--- src/rtl/output_mem_ctrl_if.sv ---
// Control bundle between the result de-skew logic and the output
// memory controller: start requests, per-bank enables and addresses.
interface output_mem_ctrl_if #(
  parameter int SYS_COL = 16
) ();
  logic               wr_start;
  logic               rd_start;
  logic [31:0]        num_row;
  logic [SYS_COL-1:0] wr_en;
  logic [7:0]         wr_addr [SYS_COL];
  logic [SYS_COL-1:0] rd_en;
  logic [7:0]         rd_addr [SYS_COL];
  logic               rd_valid;
  logic               wr_done;
  logic               rd_done;
  logic               busy;

  modport master (
    output wr_start, rd_start, num_row,
    input  wr_en, wr_addr, rd_en, rd_addr,
    input  rd_valid, wr_done, rd_done, busy
  );

  modport slave (
    input  wr_start, rd_start, num_row,
    output wr_en, wr_addr, rd_en, rd_addr,
    output rd_valid, wr_done, rd_done, busy
  );
endinterface

--- src/rtl/output_mem_ctrl.sv ---
// Output memory controller: captures a skewed systolic result block
// into per-column banks, then drains it one row per cycle.
module output_mem_ctrl #(
  parameter int SYS_COL    = 16,
  parameter int DATA_WIDTH = 16,
  parameter int DEPTH      = 256
) (
  input logic              clk,
  input logic              rst,
  output_mem_ctrl_if.slave bus
);
  localparam int AW = 8;
  localparam int NW = $clog2(DEPTH) + 1;
  localparam int CW = $clog2(DEPTH + SYS_COL) + 1;

  typedef enum logic [1:0] {
    IDLE,
    CAPTURE,
    HOLD,
    DRAIN
  } state_t;

  state_t             state;
  logic [NW-1:0]      n;
  logic [NW-1:0]      n_req;
  logic [CW-1:0]      cnt;
  logic [NW-1:0]      rcnt;
  logic [NW-1:0]      rcnt_nxt;
  logic               cap_last;
  logic               drain_last;
  logic [SYS_COL-1:0] col_en;
  logic [CW-1:0]      col_off [SYS_COL];

  // Bank word width only matters to the memory behind this block.
  logic unused_cfg;
  assign unused_cfg = (DATA_WIDTH > 0);

  always_comb begin
    n_req = bus.num_row[NW-1:0];
    if (bus.num_row > 32'(DEPTH)) n_req = NW'(DEPTH);
  end

  // One extra cycle after the last column's final write before HOLD.
  assign cap_last   = (cnt == CW'(n) + CW'(SYS_COL - 1));
  assign drain_last = (rcnt == n - NW'(1));
  assign rcnt_nxt   = rcnt + NW'(1);

  always_comb begin
    for (int c = 0; c < SYS_COL; c++) begin
      col_off[c] = cnt - CW'(c);
      col_en[c]  = (cnt >= CW'(c)) && (col_off[c] < CW'(n));
    end
  end

  always_ff @(posedge clk or posedge rst) begin
    if (rst) begin
      state        <= IDLE;
      n            <= '0;
      cnt          <= '0;
      rcnt         <= '0;
      bus.wr_en    <= '0;
      bus.rd_en    <= '0;
      bus.rd_valid <= 1'b0;
      bus.wr_done  <= 1'b0;
      bus.rd_done  <= 1'b0;
      bus.busy     <= 1'b0;
      for (int c = 0; c < SYS_COL; c++) begin
        bus.wr_addr[c] <= '0;
        bus.rd_addr[c] <= '0;
      end
    end else begin
      bus.wr_en    <= '0;
      bus.rd_en    <= '0;
      bus.wr_done  <= 1'b0;
      bus.rd_done  <= 1'b0;
      bus.rd_valid <= bus.rd_en[0];
      for (int c = 0; c < SYS_COL; c++) begin
        bus.wr_addr[c] <= '0;
        bus.rd_addr[c] <= '0;
      end
      unique case (state)
        IDLE: begin
          if (bus.wr_start && bus.num_row != '0) begin
            state    <= CAPTURE;
            n        <= n_req;
            cnt      <= '0;
            bus.busy <= 1'b1;
          end
        end
        CAPTURE: begin
          cnt       <= cnt + CW'(1);
          bus.wr_en <= col_en;
          for (int c = 0; c < SYS_COL; c++) begin
            if (col_en[c]) bus.wr_addr[c] <= col_off[c][AW-1:0];
          end
          if (cap_last) begin
            state       <= HOLD;
            bus.wr_done <= 1'b1;
          end
        end
        HOLD: begin
          if (bus.rd_start) begin
            state     <= DRAIN;
            rcnt      <= '0;
            bus.rd_en <= '1;
          end
        end
        DRAIN: begin
          if (drain_last) begin
            state       <= IDLE;
            bus.busy    <= 1'b0;
            bus.rd_done <= 1'b1;
          end else begin
            rcnt      <= rcnt_nxt;
            bus.rd_en <= '1;
            for (int c = 0; c < SYS_COL; c++) begin
              bus.rd_addr[c] <= rcnt_nxt[AW-1:0];
            end
          end
        end
        default: state <= IDLE;
      endcase
    end
  end
endmodule


--- src/flat_wrapper.sv ---
// flat-port wrapper written by rule: the top's interface ports become plain ports
module output_mem_ctrl_flat 
#(
  parameter int SYS_COL    = 16,
  parameter int DATA_WIDTH = 16,
  parameter int DEPTH      = 256
)
  (clk, rst, bus_wr_start, bus_rd_start, bus_num_row, bus_wr_en, bus_wr_addr, bus_rd_en, bus_rd_addr, bus_rd_valid, bus_wr_done, bus_rd_done, bus_busy);
  output_mem_ctrl_if #(.SYS_COL(SYS_COL)) bus_i ();
  input logic clk;
  input logic rst;
  input wire logic [$bits(bus_i.wr_start)-1:0] bus_wr_start;
  input wire logic [$bits(bus_i.rd_start)-1:0] bus_rd_start;
  input wire logic [$bits(bus_i.num_row)-1:0] bus_num_row;
  output wire logic [$bits(bus_i.wr_en)-1:0] bus_wr_en;
  output wire logic [$bits(bus_i.wr_addr)-1:0] bus_wr_addr;
  output wire logic [$bits(bus_i.rd_en)-1:0] bus_rd_en;
  output wire logic [$bits(bus_i.rd_addr)-1:0] bus_rd_addr;
  output wire logic [$bits(bus_i.rd_valid)-1:0] bus_rd_valid;
  output wire logic [$bits(bus_i.wr_done)-1:0] bus_wr_done;
  output wire logic [$bits(bus_i.rd_done)-1:0] bus_rd_done;
  output wire logic [$bits(bus_i.busy)-1:0] bus_busy;
  assign bus_i.wr_start = bus_wr_start;
  assign bus_i.rd_start = bus_rd_start;
  assign bus_i.num_row = bus_num_row;
  assign bus_wr_en = bus_i.wr_en;
  assign bus_wr_addr = {>>{bus_i.wr_addr}};
  assign bus_rd_en = bus_i.rd_en;
  assign bus_rd_addr = {>>{bus_i.rd_addr}};
  assign bus_rd_valid = bus_i.rd_valid;
  assign bus_wr_done = bus_i.wr_done;
  assign bus_rd_done = bus_i.rd_done;
  assign bus_busy = bus_i.busy;
  output_mem_ctrl #(.SYS_COL(SYS_COL), .DATA_WIDTH(DATA_WIDTH), .DEPTH(DEPTH)) u_core (.clk(clk), .rst(rst), .bus(bus_i));
endmodule
--- config.mk ---
export PLATFORM = sky130hd
export DESIGN_NAME = output_mem_ctrl_flat
export DESIGN_NICKNAME = d
export VERILOG_FILES = /design/src/rtl/output_mem_ctrl_if.sv /design/src/rtl/output_mem_ctrl.sv /design/src/flat_wrapper.sv
export SDC_FILE = /design/constraint.sdc
export NUM_CORES = 1
export LEC_CHECK = 0
export BUFFER_PORTS_ARGS = -buffer_cell sky130_fd_sc_hd__buf_2
export CORE_MARGIN = 4
export CORE_UTILIZATION = 30
export DETAILED_ROUTE_END_ITERATION = 10
export PLACE_DENSITY = 0.57
export REMOVE_ABC_BUFFERS = 1
export SKIP_LAST_GASP = 1
export SYNTH_ARGS = -nofsm -noshare
export SYNTH_HDL_FRONTEND = slang
export SYNTH_SLANG_ARGS = --single-unit
--- constraint.sdc ---
create_clock -name clk -period 6.8 [get_ports clk]
set_input_delay 1.02 -clock clk [delete_from_list [all_inputs] [get_ports clk]]
set_output_delay 1.02 -clock clk [all_outputs]
set_load 0.02 [all_outputs]
Yosys cells after proc, flatten, opt, wreduce, memory -nomap -nowiden
Cells that the tools add are included.
- output and inout port bits: 292
- bits of input ports: 36
- flip-flop bits (word level): 322
- multiplexer cells: 41
- reductions and logical operators: 27
- add/subtract/negate cells: 19
- magnitude comparators: 33
- equal/unequal tests: 10
- operators with widths (kind ; count):
    $mux W128 ; 3
    $lt A10 B9 Y1 ; 16
    $mux W8 ; 16
    $ge A10 B4 Y1 const B ; 8
    $sub A10 B4 Y10 const B ; 8
    $mux W16 ; 3
    $ge A10 B3 Y1 const B ; 4
    $sub A10 B3 Y10 const B ; 4
    $gt A32 B9 Y1 const B ; 1
    $pmux W16 S2 ; 1
    $reduce_bool A32 Y1 ; 1
    $mux W9 ; 3
    $ge A10 B1 Y1 const B ; 2
    $ge A10 B2 Y1 const B ; 2
    $pmux W10 S2 ; 1
    $sub A10 B2 Y10 const B ; 2
    $pmux W9 S2 ; 1
    $logic_and A1 B1 Y1 ; 17
    $add A10 B1 Y10 const B ; 1
    $add A9 B4 Y10 const B ; 1
    $eq A10 B10 Y1 ; 1
    $mux W10 ; 1
    $sub A10 B1 Y10 const B ; 1
    $add A9 B1 Y9 const B ; 1
    other kinds (15) ; 31

Longest topological paths before layout
Gate-level depths: netlist (run 1).
- word-level depth: 5
- depth in mapped cells: 14

Worst setup path after synthesis (run 1)
No wires, ideal clock.
- path type: register to register
- start point: reg u_core.cnt[4]
- end point: reg u_core.bus.wr_addr[103]
- buffers on the path: 3
- setup time: 0.090 ns
- setup slack: 3.365 ns
- stages on the path, launching flop included: 14
- data arrival time: 3.345 ns
- required time: 6.710 ns
- path through: dfrtp_1 inv_1 buf_1 ha_1 buf_6 or3b_1 buf_6 a21oi_1 xor2_1 ha_1 a21o_1 a211oi_1 o2111ai_1 nor3b_1
- longest elaborated chain between the ends: 5
- elaborated cells between the ends (all ways): 6
- those cells by class: 1 x add/sub; 2 x order compare; 2 x mux; 1 x reduce/logical
- ends and longest elaborated chain (element ; RTL line ; text):
    start: declaration ; output_mem_ctrl.sv:26 ; logic [CW-1:0] cnt;
    start signal: assignment ; output_mem_ctrl.sv:91 ; cnt <= cnt + CW'(1);
    $sub A10 B2 Y10 ; output_mem_ctrl.sv:50 ; col_off[c] = cnt - CW'(c);
    $lt A10 B9 Y1 ; output_mem_ctrl.sv:51 ; col_en[c] = (cnt >= CW'(c)) && (col_off[c] < CW'(n));
    $logic_and A1 B1 Y1 ; output_mem_ctrl.sv:51 ;
    $mux W8 * ; output_mem_ctrl.sv:94 ; if (col_en[c]) bus.wr_addr[c] <= col_off[c][AW-1:0];
    $mux W128 * ; output_mem_ctrl.sv:81 ; unique case (state)
    end signal: indexed assignment ; output_mem_ctrl.sv:94 ;
    end: declaration ; output_mem_ctrl_if.sv:26 ; output wr_en, wr_addr, rd_en, rd_addr,
Every way passes the cells marked *; elsewhere a longest branch is shown, timed or not.
A chain may end at the register's enable or synchronous reset.

Worst setup path after layout (run 1)
- start point: reg u_core.cnt[4]
- end point: reg u_core.bus.wr_addr[100]
Same word-level chain as after synthesis.

==> flow_metrics.py, run 1 <==
metrics = {
    "run_status": {
        "status": "finished, final reports clean",
    },
    "clock_network": {
        "cts_resized": 0,
        "clock_path_buffers": 2,
        "h-tree-depth": 4,
        "clock-sinks": 187,
        "post_cts_buffers": 0,
        "clock-root-buffer": "clkbuf_16",
        "cts-hold-fix-buffers": 0,
        "insertion_delay_ns": 0.46,
        "path_clk_slew_ns": 0.09,
        "cts_tree": "yes",
        "cts_made_buffers": 17,
    },
    "detailed_routing": {
        "ant_nets": 0,
        "wirelength_um": 40000,
        "drc": 0,
        "vias": 10000,
        "drt_first_pass_iters": 5,
        "wire_per_inst_um": 19.7,
        "vias_per_cell": 4.93,
        "drt_iter0_markers": 627,
    },
    "setup_path": {
        "critPathRequiredTime_ns": 7.15,
        "r2r_end": "u_core.bus.wr_addr[100]",
        "critPathKind": "register to register",
        "ff2ff_path_depth": 10,
        "cp_cell_sequence": "inv_1 -> ha_1 -> or3b_1 -> a21oi_1 -> xor2_1 -> ha_1 -> a21o_1 -> a211oi_1 -> o2111ai_1 -> nor3b_1",
        "reg2reg_from": "u_core.cnt[4]",
        "r2r_slack_ns": 2.54,
        "worstPathArrival_ns": 4.60,
        "path_buf_inv": 1,
        "cp-start-kind": "register",
        "end_kind": "register",
        "crit_family": "compound AO/OA/AOI/OAI gates",
        "max_stage_delay_ns": 0.67,
        "cpMaxStageDelayCell": "ha_1",
        "cp_common_cell": "ha_1",
        "path_max_fanout": 14,
    },
    "sta": {
        "final-hold-violation-count": 0,
        "setup-violations-final": 0,
        "max_slew_margin_pct": 28.7,
        "final.setup.tns_ns": 0,
        "clock_skew_ns": 0.0206,
        "maxSlewViolCount": 0,
        "tightest_slew_ns": 1.06,
        "rsz0062_at_grt": "no",
        "clock.fmax_ghz": 0.235,
        "finalCritPeriodShare_pct": 62.6,
        "timing.final.crit_period_ns": 4.26,
    },
    "yosys": {
        "avgSynthCellArea_um2": 9.52,
        "seq_area_frac_synth_pct": 37.3,
        "ys_ff_latch": 187,
        "synth.distinct_cells": 72,
        "async_flop_share_pct": 100,
        "synth.area.mux_share_pct": 0.729,
        "synthAdderAreaFrac_pct": 13.6,
        "synth_flop_cell": "dfrtp_1",
        "yosysWarnings": 0,
        "yosys-top-cells-area": "dfrtp_1 (37%), ha_1 (14%), buf_4 (8.1%)",
        "synth_top_family_by_area": "simple AND/OR/NAND/NOR gates",
        "synth_common_cells": "dfrtp_1 (187), buf_4 (136), ha_1 (136)",
        "synth_xor_xnor_area_share_pct": 8.50,
        "synth_top_area_share_pct": 37.3,
        "yosys.area_share.simple_pct": 16.5,
        "synth-compound-area-share_pct": 11.7,
        "yosys.cell_count.top_type": "dfrtp_1",
        "synth-edff-count": 0,
        "syn-instance-count": 1316,
        "netlist_area_um2": 12500,
        "synth_area_leader_cell": "dfrtp_1",
    },
    "min_path": {
        "min-delay-start": "u_core.bus.busy",
        "hold_depth": 2,
        "hold_path_class": "register to register",
        "hold_path_end": "u_core.bus.busy",
    },
    "global_route": {
        "grt_max_degree": 113,
        "busiest_layer": "met2",
        "grtUsageTotal_pct": 17.6,
        "grt_pass1_vias": 10300,
        "use_met1_pct": 23.0,
        "met3_usage_pct": 2.82,
        "antenna_found_initial": 1,
        "grt_util_met2_pct": 30.5,
        "grt_pass1_wl_um": 61200,
        "grt.overflow.total": 0,
    },
    "flow_run": {
        "max_cap_viol_count": 0,
    },
    "cells_and_area": {
        "final_area_um2": 14400,
        "finalNonFillerCells": 2032,
        "final_layout_size_suffix_gt1_share_pct": 26.3,
        "area_growth_pct": 14.5,
        "nFillCells": 4312,
        "nNetsFinal": 1659,
        "antenna_cells": 0,
    },
    "floorplan": {
        "die_width_um": 212,
        "row_count": 74,
        "die_area_um2": 45100,
        "initial_utilization_pct": 30.5,
        "die_height_um": 212,
        "ios": 328,
        "core-area_um2": 41100,
    },
    "power": {
        "power_density_nw_per_um2": 157,
        "leakage_nw": 7.49,
        "irDropWorstVdd_mv": 0.131,
    },
    "place": {
        "dpl.hpwl_um": 29200,
        "place_area_um2": 13700,
        "io_buffers": 327,
        "dp_cells": 2000,
        "place.gp.congestion": 0.925,
    },
}
-- worst max-delay path by stage --
| stage | start | cells past startpoint | end |
|---|---|---|---|
| global placement | u_core.cnt[4] | 10 | u_core.bus.wr_addr[101] |
| CTS | u_core.cnt[4] | 10 | u_core.bus.wr_addr[100] |
| global route | u_core.cnt[4] | 10 | u_core.bus.wr_addr[101] |
| detailed placement | u_core.cnt[4] | 10 | u_core.bus.wr_addr[58] |
| finish | u_core.cnt[4] | 10 | u_core.bus.wr_addr[100] |
| floorplan | rst | 1 | u_core.bus.busy |
-- tightest hold or removal path: cells and delay by family (launching register included) --
family | cells | cell delay, ns
AO/OA/AOI/OAI | 1 | 0.10
flip-flops | 1 | 0.37
AND/OR/NAND/NOR | 1 | 0.06
-- flip-flops by register name, indices dropped and copies added (netlist names), 2 cells and up --
name,cells
u_core.state,2
u_core.cnt,10
u_core.n,9
u_core.bus.wr_en,16
u_core.rcnt,9
u_core.bus.rd_addr,8
u_core.bus.wr_addr,128
-- through the flow --
| step | hold WS (ns) | total power, mW | worst slack (ns) | util [%] |
|---|---|---|---|---|
| floorplan | 0.523 | 1.15 | 0.695 | - |
| detailed placement | 0.551 | 1.17 | 2.63 | 33.3 |
| global placement | 0.536 | 1.17 | 2.63 | 33.3 |
| finish | 0.572 | 2.26 | 2.54 | 34.9 |
| global route | 0.597 | 2.34 | 2.26 | 34.9 |
| CTS | 0.575 | 2.29 | 2.57 | 34.9 |
-- power breakdown --
part | leakage [nW] | switching, mW | internal (mW) | total, mW
clock network | 0.311 | 0.472 | 0.637 | 1.11
logic | 4.63 | 0.0261 | 0.00852 | 0.0347
registers | 2.56 | 0 | 1.11 | 1.11
total | 7.49 | 0.498 | 1.76 | 2.26
-- cells by family (layout without fill, tap and decap cells) --
group                      count (synthesis)  count (layout)
and+or+nand+nor                          403             403
buffers and inverters                    246             430
AOI/OAI and AO/OA                        215             215
DFF                                      187             187
adders and majority gates                136             136
xor gates and xnor gates                 120             120
muxes                                      9               9
-- layout make-up --
class	instances	area, um^2	share of cell area, %
sequential	187	4680	32.6
inverter	56	218	1.52
clock buffer	19	443	3.09
tap	532	666	4.64
timing repair buffer	342	1750	12.2
clock inverter	13	204	1.42
multi-input combinational	883	6390	44.5
-- placed cells by master (no fill, tap or decap), types with 5 or more instances in the layout --
cell / netlist / final
a31oi_1: 7 / 7
a22o_1: 10 / 10
xor2_1: 34 / 34
a21oi_1: 49 / 49
or3_1: 5 / 5
nand2_1: 115 / 115
a21boi_0: 17 / 17
mux2i_1: 8 / 8
nor3b_1: 44 / 44
buf_2: 12 / 327
clkbuf_16: 0 / 17
nand3_1: 33 / 33
a21o_1: 17 / 17
nand4_1: 7 / 7
and2_1: 12 / 12
nor2b_1: 19 / 19
a211oi_1: 11 / 11
o211ai_1: 11 / 11
buf_4: 136 / 15
o21a_1: 15 / 15
nor2_1: 74 / 74
dfrtp_1: 187 / 186
inv_1: 53 / 52
nor4_1: 8 / 8
and3_1: 7 / 7
nand2b_1: 5 / 5
o21ai_0: 42 / 42
ha_1: 136 / 136
nor3_1: 54 / 54
xnor2_1: 85 / 85
-- per-layer routing --
metal / up-vias / share of wire [%]
met1: 4843 / 43
li1: 4723 / -
met4: 2 / 1.9
met5: - / 0.032
met2: 408 / 49
met3: 43 / 6.0
Power figures use the tool's default switching activity.
==> run 2, diff against run 1 <==
clock period = 4.2 ns   (was 6.8 ns; I/O delays follow)
==> flow_metrics.py, run 2 (synthesis results as in run 1) <==
metrics = {
    "place": {
        "dpl.hpwl_um": 30600,
        "place.gp.congestion": 0.932,
        "io_buffers": 327,
        "place_area_um2": 13900,
    },
    "cells_and_area": {
        "nNetsFinal": 1688,
        "fin_util_pct": 35.4,
        "antenna_cells": 0,
        "multi_input_area_um2": 6390,
        "area_growth_pct": 16.3,
        "nFillCells": 4324,
        "final_layout_size_suffix_gt1_share_pct": 27.6,
        "largest_register_ffs": 128,
        "final_area_um2": 14600,
        "final_cell_mix": "buf_2 (327), dfrtp_1 (187), ha_1 (136), nand2_1 (115), xnor2_1 (85)",
        "top_register": "u_core.bus.wr_addr",
        "layout.area.seq_um2": 4680,
        "largestRegisters": "u_core.bus.wr_addr: 128 flops, u_core.bus.wr_en: 16 flops, u_core.cnt: 10 flops",
        "final_common_cell": "buf_2",
    },
    "sta": {
        "clock_skew_ns": 0.0267,
        "maxSlewViolCount": 0,
        "max_slew_margin_pct": 24.5,
        "finalCritPeriodShare_pct": 86.1,
        "final-hold-violation-count": 0,
        "timing.final.crit_period_ns": 3.62,
        "rsz0062_at_grt": "no",
        "tightest_slew_ns": 1.12,
        "clock.fmax_ghz": 0.276,
        "setup-violations-final": 0,
    },
    "detailed_routing": {
        "wirelength_um": 41300,
        "drc": 0,
        "drt_first_pass_iters": 5,
        "vias_per_cell": 4.93,
        "wire_per_inst_um": 20.0,
        "drt_iter0_markers": 569,
        "ant_nets": 0,
        "vias": 10200,
    },
    "setup_path": {
        "path_max_fanout": 9,
        "critPathKind": "register to register",
        "cp_cell_sequence": "buf_4 -> ha_1 -> or3_1 -> nor3_1 -> xor2_1 -> ha_1 -> nor2b_1 -> or4_1 -> o21bai_1 -> nor3_1",
        "worstPathArrival_ns": 3.96,
        "critPathRequiredTime_ns": 4.54,
        "ff2ff_path_depth": 10,
        "path_buf_inv": 1,
        "crit_family": "simple AND/OR/NAND/NOR gates",
        "max_stage_delay_ns": 0.63,
        "end_kind": "register",
        "cp.depth": 10,
        "cpMaxStageDelayCell": "nor3_1",
        "cp-start-kind": "register",
    },
    "clock_network": {
        "cts_resized": 0,
        "insertion_delay_ns": 0.46,
        "h-tree-depth": 4,
        "cts-hold-fix-buffers": 0,
        "clock-root-buffer": "clkbuf_16",
        "post_cts_buffers": 0,
        "clock-sinks": 187,
        "path_clk_slew_ns": 0.07,
        "cts_made_buffers": 17,
        "clock_path_buffers": 2,
        "cts_tree": "yes",
    },
    "global_route": {
        "grt_pass1_vias": 10200,
        "grt.overflow.total": 0,
        "antenna_found_initial": 1,
        "grt_max_degree": 128,
        "grtUsageTotal_pct": 18.0,
        "grt_pass1_wl_um": 61900,
    },
    "power": {
        "leakage_nw": 7.64,
        "irDropWorstVdd_mv": 0.195,
        "power_density_nw_per_um2": 249,
    },
    "run_status": {
        "status": "finished, final reports clean",
    },
    "floorplan": {
        "die_height_um": 212,
        "row_count": 74,
        "die_width_um": 212,
        "core-area_um2": 41100,
        "ios": 328,
        "die_area_um2": 45100,
        "initial_utilization_pct": 30.5,
    },
    "flow_run": {
        "max_cap_viol_count": 0,
    },
    "min_path": {
        "hold_path_class": "input pin to async pin",
    },
}
## run 2: cell type report
cell class | count | area share, %
multi-input combinational | 883 | 43.9
sequential | 187 | 32.1
timing repair buffer | 371 | 13.7
tap | 532 | 4.57
clock buffer | 18 | 3.01
inverter | 56 | 1.49
clock inverter | 12 | 1.29
## run 2: power breakdown
group,total [mW],internal (mW),switching (mW)
clock,1.77,1.02,0.755
sequential,1.80,1.80,0
combinational,0.0589,0.0152,0.0437
total,3.63,2.83,0.799
## run 2: path summary, 6_finish.rpt
| path | slack, ns | start | endpoint |
|---|---|---|---|
| max | 0.58 | u_core.cnt[3] | u_core.bus.wr_addr[24] |
| max in group asynchronous | 2.85 | rst | u_core.bus.wr_addr[102] |
| min in group clk | 0.41 | bus_rd_start | u_core.bus.rd_en[14] |
| min | 0.35 | rst | u_core.bus.wr_en[14] |
| min reg2reg | 0.57 | u_core.bus.busy | u_core.bus.busy |
| max reg2reg | 0.58 | u_core.cnt[3] | u_core.bus.wr_addr[24] |
## run 2: through the flow
stage | setup TNS, ns | hold WS [ns] | power (mW) | std cells | setup WS [ns]
detailed placement | 0 | 0.556 | 1.90 | 2029 | 0.653
finish | 0 | 0.346 | 3.63 | 2059 | 0.582
floorplan | -283.39 | 0.523 | 1.86 | 1126 | -1.52
global placement | 0 | 0.533 | 1.90 | 2029 | 0.660
CTS | 0 | 0.400 | 3.69 | 2059 | 0.628
global route | 0 | 0.413 | 3.76 | 2059 | 0.457
## run 2: per-layer routing
layer  routed length (um)  GRT usage (%)  up-vias  part of all wire (%)
met5                    7              0        -                 0.017
met4                 1060           5.60        2                   2.6
met3                 2080           2.82       54                   5.0
met2                20300           31.4      349                    49
met1                17800           23.0     4970                    43
li1                     -              -     4778                     -
